`src/rtl/uart_rx_if.sv`:
```
// uart_rx_if: received-byte bundle from the UART receiver to its consumer.
// Master drives the byte, its strobes and the busy flag; slave observes.
interface uart_rx_if;
    logic [7:0] rx_data;
    logic       rx_valid;
    logic       frame_err;
    logic       rx_busy;

    modport master (
        output rx_data,
        output rx_valid,
        output frame_err,
        output rx_busy
    );

    modport slave (
        input rx_data,
        input rx_valid,
        input frame_err,
        input rx_busy
    );
endinterface

```
`src/rtl/uart_rx.sv`:
```
// uart_rx: 8N1 UART receiver, two-flop input sync, mid-bit sampling.
// Define UART_RX_MAJORITY_EN for 2-of-3 majority sampling around mid-bit.
module uart_rx #(
    parameter int CLK_FREQ  = 50_000_000,
    parameter int BAUD_RATE = 9600
) (
    input  logic      clk,
    input  logic      rst_n,
    input  logic      rx,
    uart_rx_if.master bus
);
    localparam int CPB  = CLK_FREQ / BAUD_RATE;
    localparam int HALF = CPB / 2;
    localparam logic [15:0] LAST = 16'(CPB - 1);
`ifdef UART_RX_MAJORITY_EN
    localparam logic [15:0] DP = 16'(HALF + 1);
    localparam logic [15:0] V0 = 16'(HALF - 1);
    localparam logic [15:0] V1 = 16'(HALF);
`else
    localparam logic [15:0] DP = 16'(HALF);
`endif

    typedef enum logic [2:0] {
        IDLE,
        START,
        DATA,
        STOP,
        BREAK
    } state_t;

    state_t      state;
    state_t      state_nxt;
    logic        rx_s1;
    logic        rx_s2;
    logic [15:0] clk_count;
    logic [3:0]  bit_idx;
    logic [7:0]  shift;
    logic [7:0]  data_q;
    logic        valid_q;
    logic        ferr_q;
    logic        busy;
    logic        shift_en;
    logic        take;
    logic        drop;
    logic        sample;
    logic        dp;
    logic        last;

    assign dp   = (clk_count == DP);
    assign last = (clk_count == LAST);

`ifdef UART_RX_MAJORITY_EN
    logic v0;
    logic v1;

    always_ff @(posedge clk or negedge rst_n) begin
        if (!rst_n) begin
            v0 <= 1'b1;
            v1 <= 1'b1;
        end else begin
            if (clk_count == V0) v0 <= rx_s2;
            if (clk_count == V1) v1 <= rx_s2;
        end
    end

    // third vote is the live sample at the decision point
    assign sample = (v0 & v1) | (v0 & rx_s2) | (v1 & rx_s2);
`else
    assign sample = rx_s2;
`endif

    always_ff @(posedge clk or negedge rst_n) begin
        if (!rst_n) state <= IDLE;
        else        state <= state_nxt;
    end

    always_comb begin
        state_nxt = state;
        unique case (state)
            IDLE:  if (!rx_s2) state_nxt = START;
            START: begin
                if (dp && sample) state_nxt = IDLE;
                else if (last)    state_nxt = DATA;
            end
            DATA:  if (last && bit_idx == 4'd8) state_nxt = STOP;
            STOP:  if (dp) state_nxt = sample ? IDLE : BREAK;
            BREAK: if (rx_s2) state_nxt = IDLE;
            default: state_nxt = IDLE;
        endcase
    end

    always_comb begin
        busy     = (state != IDLE);
        shift_en = (state == DATA) && dp;
        take     = (state == STOP) && dp && sample;
        drop     = (state == STOP) && dp && !sample;
    end

    always_ff @(posedge clk or negedge rst_n) begin
        if (!rst_n) begin
            rx_s1     <= 1'b1;
            rx_s2     <= 1'b1;
            clk_count <= '0;
            bit_idx   <= '0;
            shift     <= '0;
            data_q    <= '0;
            valid_q   <= 1'b0;
            ferr_q    <= 1'b0;
        end else begin
            rx_s1   <= rx;
            rx_s2   <= rx_s1;
            valid_q <= take;
            ferr_q  <= drop;
            if (take) data_q <= shift;
            // every state change restarts the bit period
            if (state_nxt != state || last ||
                state == IDLE || state == BREAK)
                clk_count <= '0;
            else
                clk_count <= clk_count + 16'd1;
            if (state != DATA) bit_idx <= '0;
            else if (shift_en) bit_idx <= bit_idx + 4'd1;
            if (shift_en) shift <= {sample, shift[7:1]};
        end
    end

    assign bus.rx_data   = data_q;
    assign bus.rx_valid  = valid_q;
    assign bus.frame_err = ferr_q;
    assign bus.rx_busy   = busy;
endmodule
```
`src/flat_wrapper.sv`:
```
// flat-port wrapper written by rule: the top's interface ports become plain ports
module uart_rx_flat 
#(
    parameter int CLK_FREQ  = 50_000_000,
    parameter int BAUD_RATE = 9600
)
  (clk, rst_n, rx, bus_rx_data, bus_rx_valid, bus_frame_err, bus_rx_busy);
  uart_rx_if bus_i ();
  input  logic clk;
  input  logic rst_n;
  input  logic rx;
  output wire logic [$bits(bus_i.rx_data)-1:0] bus_rx_data;
  output wire logic [$bits(bus_i.rx_valid)-1:0] bus_rx_valid;
  output wire logic [$bits(bus_i.frame_err)-1:0] bus_frame_err;
  output wire logic [$bits(bus_i.rx_busy)-1:0] bus_rx_busy;
  assign bus_rx_data = bus_i.rx_data;
  assign bus_rx_valid = bus_i.rx_valid;
  assign bus_frame_err = bus_i.frame_err;
  assign bus_rx_busy = bus_i.rx_busy;
  uart_rx #(.CLK_FREQ(CLK_FREQ), .BAUD_RATE(BAUD_RATE)) u_core (.clk(clk), .rst_n(rst_n), .rx(rx), .bus(bus_i));
endmodule
```
`config.mk`:
```
export PLATFORM = sky130hd
export DESIGN_NAME = uart_rx_flat
export DESIGN_NICKNAME = d
export VERILOG_FILES = /design/src/rtl/uart_rx_if.sv /design/src/rtl/uart_rx.sv /design/src/flat_wrapper.sv
export SDC_FILE = /design/constraint.sdc
export NUM_CORES = 1
export LEC_CHECK = 0
export CAP_MARGIN = 5
export CORE_ASPECT_RATIO = 0.8
export CORE_MARGIN = 3
export CORE_UTILIZATION = 55
export CTS_CLUSTER_SIZE = 12
export DETAILED_ROUTE_END_ITERATION = 12
export GPL_TIMING_DRIVEN = 0
export PLACE_DENSITY = 0.75
export SETUP_SLACK_MARGIN = 0.02
export SLEW_MARGIN = 10
export SYNTH_ARGS = -nofsm -noshare
export SYNTH_HDL_FRONTEND = slang
export SYNTH_SLANG_ARGS = --single-unit
```
`constraint.sdc`:
```
create_clock -name clk -period 4.9 [get_ports clk]
set_input_delay 0.735 -clock clk [delete_from_list [all_inputs] [get_ports clk]]
set_output_delay 0.735 -clock clk [all_outputs]
set_load 0.1 [all_outputs]
```
# Yosys cells after proc, flatten, opt, wreduce, memory -nomap -nowiden
# Cells that the tools add are included.
# classes
n_mux	11
n_reduce_logical	13
eq_ne	9
n_addsub	2
# op_table
op	n
3-bit two-way mux	7
16-bit by 1-bit adder with 16-bit output, second input constant	1
16-bit by 12-bit equality test with 1-bit output, second input constant	1
16-bit by 13-bit equality test with 1-bit output, second input constant	1
16-bit two-way mux	1
3-bit case mux with 5 select lines	1
4-bit two-way mux	2
3-bit by 2-bit equality test with 1-bit output, second input constant	2
1-bit logical AND	6
4-bit by 1-bit adder with 4-bit output, second input constant	1
4-bit equality test, second input constant	1
3-bit by 1-bit equality test with 1-bit output, second input constant	1
3-bit equality test, second input constant	1
3-bit zero test	1
1-bit logical OR	3
3-bit by 2-bit != test with 1-bit output, second input constant	1
3-bit != test	1
3-bit nonzero test	1
2-bit nonzero test	1
1-bit zero test	1
# word_totals
inputBits	3
ff_bits	43
elab_cells	44
out_inout_bits	11

# Depth between registers and ports, before layout
# Gate-level depths: netlist of run 1.
# logic_depth
word_depth	9
depth_mapped	8
depth_no_buf	7

# Worst setup path before layout of run 1
# OpenSTA, ideal clock, no wires.
# synth_path
path_type	register to register
from	register u_core.clk_count[0]
to	register u_core.clk_count[1]
t_required_ns	4.766
path_buffers	1
arrival_time_ns	1.931
setup_ns	0.134
path_stages_with_launch	8
path_slack_ns	2.836
synth_period_minus_slack_ns	2.064
cell_sequence	dfrtp_1 ha_1 or4bb_1 nor4_2 nor3_1 o21ai_2 buf_4 nor3b_1
# synth_via
elab_chain_cells	9
word_cells_on_any_way	15
cone_classes	add/sub (1); eq/ne (3); mux (6); reduce/logical (5)
# synth_rtl
item	line_no	rtl
from (decl)	uart_rx.sv:35	logic [15:0] clk_count;
from (signal assigned)	uart_rx.sv:120	clk_count <= clk_count + 16'd1;
16-bit by 13-bit equality test with 1-bit output or 16-bit by 12-bit equality test with 1-bit output (tied branches)	uart_rx.sv:50, uart_rx.sv:49	
3-bit two-way mux (tied with other cells)	uart_rx.sv:83	else if (last) state_nxt = DATA;
3-bit two-way mux, on equally long branches	uart_rx.sv:82, uart_rx.sv:85	
3-bit case mux with 5 select lines	uart_rx.sv:79	unique case (state)
3-bit != test	uart_rx.sv:116	if (state_nxt != state || last ||
1-bit logical OR (2 in a row)	uart_rx.sv:116	
1-bit logical OR	uart_rx.sv:117	state == IDLE || state == BREAK)
16-bit two-way mux *	uart_rx.sv:116	
# Mark *: on every way between the ends. The rest lies on a longest branch, timed or not.
# A chain may end at the register's enable or synchronous reset.

# Worst setup path in the final report of run 1
# layout_path
from	register u_core.state[1]
to	output bus_rx_busy
# layout_via
elab_chain_cells	1
# layout_rtl
item	line_no	rtl
from (decl)	uart_rx.sv:31	state_t state;
from (signal assigned)	uart_rx.sv:74	else state <= state_nxt;
3-bit nonzero test	uart_rx.sv:93	busy = (state != IDLE);
to (decl)	flat_wrapper.sv:15	output wire logic [$bits(bus_i.rx_busy)-1:0] bus_rx_busy;
# Every way passes these cells.

==> results.cfg, run 1 <==
[global_routing]
met3_usage_pct = 5.13
globalRouteOverflowTotal = 0
grt_pass1_vias = 1361
grt_usage_pct = 18.9
busiest_layer = met2
use_met1_pct = 25.7
antenna_found_initial = 0
grt_use_met2_pct = 29.3
grt_max_degree = 24
grt_pass1_wl_um = 6360

[clocking]
clockRootBuffer = clkbuf_8
cts_buffers = 5
cts_tree = done
clk_pin_slew_ns = 0.09
cts_resized = 0
clock_path_buffers = 2
clock_latency_ns = 0.29
numClockSinks = 43
post_cts_buffers = 0
h-tree-depth = 2
ctsHoldBuffers = 0

[floorplanning]
die_height_um = 60.5
start_util_pct = 58.3
ios = 14
die-area_sq_mm = 0.00448
core-area_sq_mm = 0.00349
chipWidth_um = 74.1
fp-row-count = 19

[yosys]
synthCells = 174
synth.area.top_cells = dfrtp_1 (50%), mux2_2 (6.1%), xor2_1 (4.3%)
synth_edf_count = 0
synthDistinctLibCells = 39
ys_ff_latch = 43
synth_nets = 181
yosys.area.top_type = dfrtp_1
synthFlopType = dfrtp_1
synth_seq_area_share_pct = 52.9
synth_common_cells = dfrtp_1 (41), nor2_1 (17), mux2_2 (11), nand2_1 (11)
post-synth-top-count-cell = dfrtp_1
synthArstFlopShare_pct = 100
netlist_area_sq_mm = 0.00204
yosysWarnings = 0
syn_area_per_cell_sq_um = 11.7
yosys.area.top_type_share_pct = 50.3

[timing]
timing.final.ws_setup_ns = 2.03
finalSetupViolCount = 0
tightest_slew_ns = 0.973
slew_headroom_pct = 34.9
finalHoldViolCount = 0
fmax_ghz = 0.348
rsz0062_at_grt = false
setup_tns_ns = 0
clock_skew_ns = 0.00575
holdWs_ns = 0.359
slew_violations = 0
period_minus_slack_ns = 2.87
finalCritPeriodShare_pct = 58.6

[layout]
final_nets = 202
drive_gt1_share_pct = 17.3
diodes = 0
synthToLayoutAreaGrowth_pct = 14.6
multi_input_area_sq_um = 922
nFillCells = 275
seq_area_sq_mm = 0.00108

[placement]
dp_hpwl_um = 2830
preCtsSetupSlack_ns = 2.34
gp_congestion = 0.809
portBuffers = 13

[drt]
dr.pass1.iters = 4
ant_nets = 0
vias_per_cell = 5.76
routedWlPerCell_um = 15.9
drt_iter0_drc = 49
drc_errors = 0
wirelength_um = 3790
route.vias.total = 1372

[setup_path]
end_kind = output port
cp.arrival_ns = 2.14
cpPeakStageDelay_ns = 0.98
path_class = reg2out
r2r_start = u_core.clk_count[0]
startpoint_type = flop
crit_slowest_cell = clkdlybuf4s50_1
crit_buf_inv = 1
path_delay_family = buffers and inverters
worst-path-max-fanout = 8
critPathLaunch = u_core.state[1]
worstPathRequired_ns = 4.16
path_cells = or3_1 -> clkdlybuf4s50_1

[run_status]
status = finished, final reports clean

[power]
power.density_mw_per_mm2 = 256
p_leak_nw = 1.05
irDropWorstVdd_mv = 0.227

[hold_path]
min-delay-start = u_core.rx_s1
hp-class = reg2reg

[job]
maxCapViolCount = 0
==> layout make-up <==
type / count / area share [%]
timing repair buffer: 14 / 6.53
clock inverter: 3 / 1.02
clock buffer: 5 / 2.95
inverter: 5 / 0.803
tap: 42 / 2.25
sequential: 43 / 46.2
buffer: 3 / 0.803
multi-input combinational: 123 / 39.5
==> flip-flops by register name, indices dropped and copies added, names as in the netlist <==
register / count
u_core.bus.frame_err: 1
u_core.shift: 8
u_core.bit_idx: 4
u_core.clk_count: 16
u_core.state: 3
u_core.bus.rx_valid: 1
u_core.bus.rx_data: 8
u_core.rx_s2: 1
u_core.rx_s1: 1
==> where the power goes <==
| part | leakage [nW] | internal, W | switching, W | total, W |
|---|---|---|---|---|
| clock | 0.0408 | 0.000102 | 0.000129 | 0.000230 |
| sequential | 0.579 | 0.000356 | 0.000000860 | 0.000357 |
| combinational | 0.432 | 0.00000337 | 0.00000722 | 0.0000106 |
==> layer usage <==
metal,part of all wire (%),wire [um]
met1,48,1820
met2,46,1750
met3,4.3,162
met4,1.6,61
met5,0,0
==> layout by cell type (no fill, tap or decap), types with 6 or more instances in the layout <==
cell type,netlist,layout
clkdlybuf4s50_1,0,12
dfrtp_1,41,41
mux2_2,11,11
nand2_1,11,11
nor2_1,17,17
nor3_1,10,10
xnor2_1,6,6
xor2_1,10,10
==> cell families after synthesis <==
kind of cell / synth area share, %
adders and majority gates: 2.46
and+or+nand+nor: 23.3
AOI/OAI and AO/OA: 3.74
muxes: 8.84
buffers and inverters: 1.84
xor gates and xnor gates: 6.88
DFF: 52.9
==> final timing paths <==
| kind | to | cells after the start | slack, ns |
|---|---|---|---|
| max | bus_rx_busy | 2 | 2.03 |
| min in group asynchronous | u_core.clk_count[15] | 1 | 0.39 |
| max reg2reg | u_core.clk_count[3] | 6 | 2.43 |
| max in group asynchronous | u_core.rx_s1 | 2 | 3.95 |
| min reg2reg | u_core.rx_s2 | 0 | 0.36 |
| min | u_core.rx_s2 | 0 | 0.36 |
==> per-stage QoR <==
step | utilization [%] | area, sq um | instances | power (W)
after global placement | 63.6 | 2220 | 229 | 0.000372
after CTS | 66.8 | 2340 | 238 | 0.000603
after global routing | 66.8 | 2340 | 238 | 0.000620
after floorplan | - | 2040 | 174 | 0.000364
final | 66.8 | 2340 | 238 | 0.000598
after detailed placement | 64.2 | 2240 | 230 | 0.000375
No activity file was read; power rests on OpenSTA's default activity.
==> run 2: changes to the inputs <==
CORE_UTILIZATION = 52   (was 55)
clock period = 2.36 ns   (was 4.9 ns; I/O delays follow)
==> results.cfg, run 2 (synthesis gave the netlist of run 1 again) <==
[run_status]
status = complete, but fails checks
failed_checks = negative hold slack

[timing]
clock_skew_ns = 0.00846
tightest_slew_ns = 0.965
timing.final.ws_setup_ns = 0.136
period_minus_slack_ns = 2.22
slew_violations = 0
holdWs_ns = -0.00634
slew_headroom_pct = 35.4
fmax_ghz = 0.450
finalHoldViolCount = 17
finalSetupViolCount = 0
rsz0062_at_grt = false
finalCritPeriodShare_pct = 94.2

[global_routing]
grt_pass1_vias = 1346
grt_usage_pct = 17.7
antenna_found_initial = 0
globalRouteOverflowTotal = 0
grt_pass1_wl_um = 6450
grt_max_degree = 27

[setup_path]
end_kind = flop
rr_worst_depth = 7
ff2ff_setup_slack_ns = 0.14
crit_slowest_cell = or4bb_1
cp.arrival_ns = 2.40
r2r-end = u_core.clk_count[1]
crit_buf_inv = 1
worst-path-max-fanout = 10
r2r_start = u_core.clk_count[0]
startpoint_type = flop
worstPathRequired_ns = 2.53
path_delay_family = simple AND/OR/NAND/NOR gates
cpPeakStageDelay_ns = 0.54
path_class = reg2reg
path_cells = ha_2 -> or4bb_1 -> nor4_4 -> nor3_1 -> o21ai_4 -> buf_4 -> nor3b_1

[power]
irDropWorstVdd_mv = 0.486
power_w = 0.00143
p_leak_nw = 1.10
power.density_mw_per_mm2 = 578

[drt]
drc_errors = 0
dr.pass1.iters = 4
ant_nets = 0
route.vias.total = 1410
wirelength_um = 3840
drt_iter0_drc = 66
routedWlPerCell_um = 15.1
vias_per_cell = 5.53

[clocking]
cts_buffers = 5
numClockSinks = 43
clockRootBuffer = clkbuf_8
cts_tree = done
clock_path_buffers = 2
clk_pin_slew_ns = 0.08
h-tree-depth = 2
clock_latency_ns = 0.29

[layout]
final_cell_mix = dfrtp_1 (39), nor2_1 (17), nand2_1 (11), mux2_2 (11), clkdlybuf4s50_1 (11)
final_common_cell = dfrtp_1
nFillCells = 257
top_register = u_core.clk_count
largest_reg_flops = 16
synthToLayoutAreaGrowth_pct = 21.1
final_nets = 209
diodes = 0
final_cell_area_sq_mm = 0.00247
drive_gt1_share_pct = 21.7
finalCoreUtilization_pct = 68.7

[placement]
gp_congestion = 0.852
preCtsSetupSlack_ns = -0.0651
dp_hpwl_um = 2690
portBuffers = 13
placed_area_sq_mm = 0.00226

[hold_path]
hp-class = in2async

[floorplanning]
start_util_pct = 56.8
die_height_um = 62.0
fp-row-count = 19
ios = 14
die-area_sq_mm = 0.00471
core-area_sq_mm = 0.00359
chipWidth_um = 76.0

[job]
maxCapViolCount = 0
-- run 2: power by group --
part | leakage (nW) | switching, W | internal (W)
clock | 0.0654 | 0.000241 | 0.000423
combinational | 0.463 | 0.0000149 | 0.00000701
sequential | 0.576 | 0.00000202 | 0.000739
total | 1.10 | 0.000258 | 0.00117
-- run 2: per-layer routing --
| layer | global-route usage (%) | vias up | share of wire (%) |
|---|---|---|---|
| met3 | 4.76 | 7 | 3.2 |
| met2 | 28.5 | 23 | 47 |
| met1 | 23.2 | 708 | 49 |
| met5 | 0 | - | 0 |
| met4 | 7.75 | 0 | 1.1 |
| li1 | - | 672 | - |
-- run 2: layout make-up --
class	instances	area [sq um]	share of cell area [%]
Timing Repair Buffer	21	204	8.27
Multi-Input combinational cell	123	947	38.4
Inverter	5	18.8	0.761
Clock inverter	2	60.1	2.43
Sequential cell	43	1080	43.8
Buffer	3	18.8	0.761
Clock buffer	6	72.6	2.94
Tap cell	52	65.1	2.64
-- run 2: what timing repair did --
| item | in CTS | in global routing |
|---|---|---|
| pin swaps | 2 | 2 |
| hold buffers | 0 | 0 |
| hold endpoints to repair | 0 | 0 |
| gates resized for setup | 3 | 4 |
| endpoints found under the setup margin | 17 | 25 |
| buffers inserted | 1 | 6 |
-- run 2: worst max path at each step --
stage                         from                    end  slack, ns  cells after the start
3_3_place_gp                 rst_n  u_core.bus.rx_data[5]      -0.06                      1
3_5_place_dp   u_core.clk_count[0]    u_core.clk_count[1]      -0.07                      6
6_report       u_core.clk_count[0]    u_core.clk_count[1]       0.14                      7
5_1_grt        u_core.clk_count[0]    u_core.clk_count[0]       0.02                      7
2_1_floorplan  u_core.clk_count[0]    u_core.clk_count[1]       0.30                      7
4_1_cts        u_core.clk_count[0]    u_core.clk_count[0]       0.02                      8
-- run 2: stage by stage --
step	std cells	setup TNS, ns
after detailed placement	240	-0.489
final	255	0
after global routing	255	0
after floorplan	174	0
after global placement	239	-2.44
after CTS	249	0
-- run 2: worst reg2reg max path, delay by kind of cell (launching register included) --
family | cells | cell delay [ns]
DFF | 1 | 0.43
adders and majority gates | 1 | 0.26
AOI/OAI and AO/OA | 1 | 0.14
buffers and inverters | 1 | 0.23
and+or+nand+nor | 4 | 1.07
==> run 3: changes to the inputs <==
CAP_MARGIN = 20   (was 5)
==> results of run 3 <==
The final DEF is identical to that of run 2; final timing and power are the same.
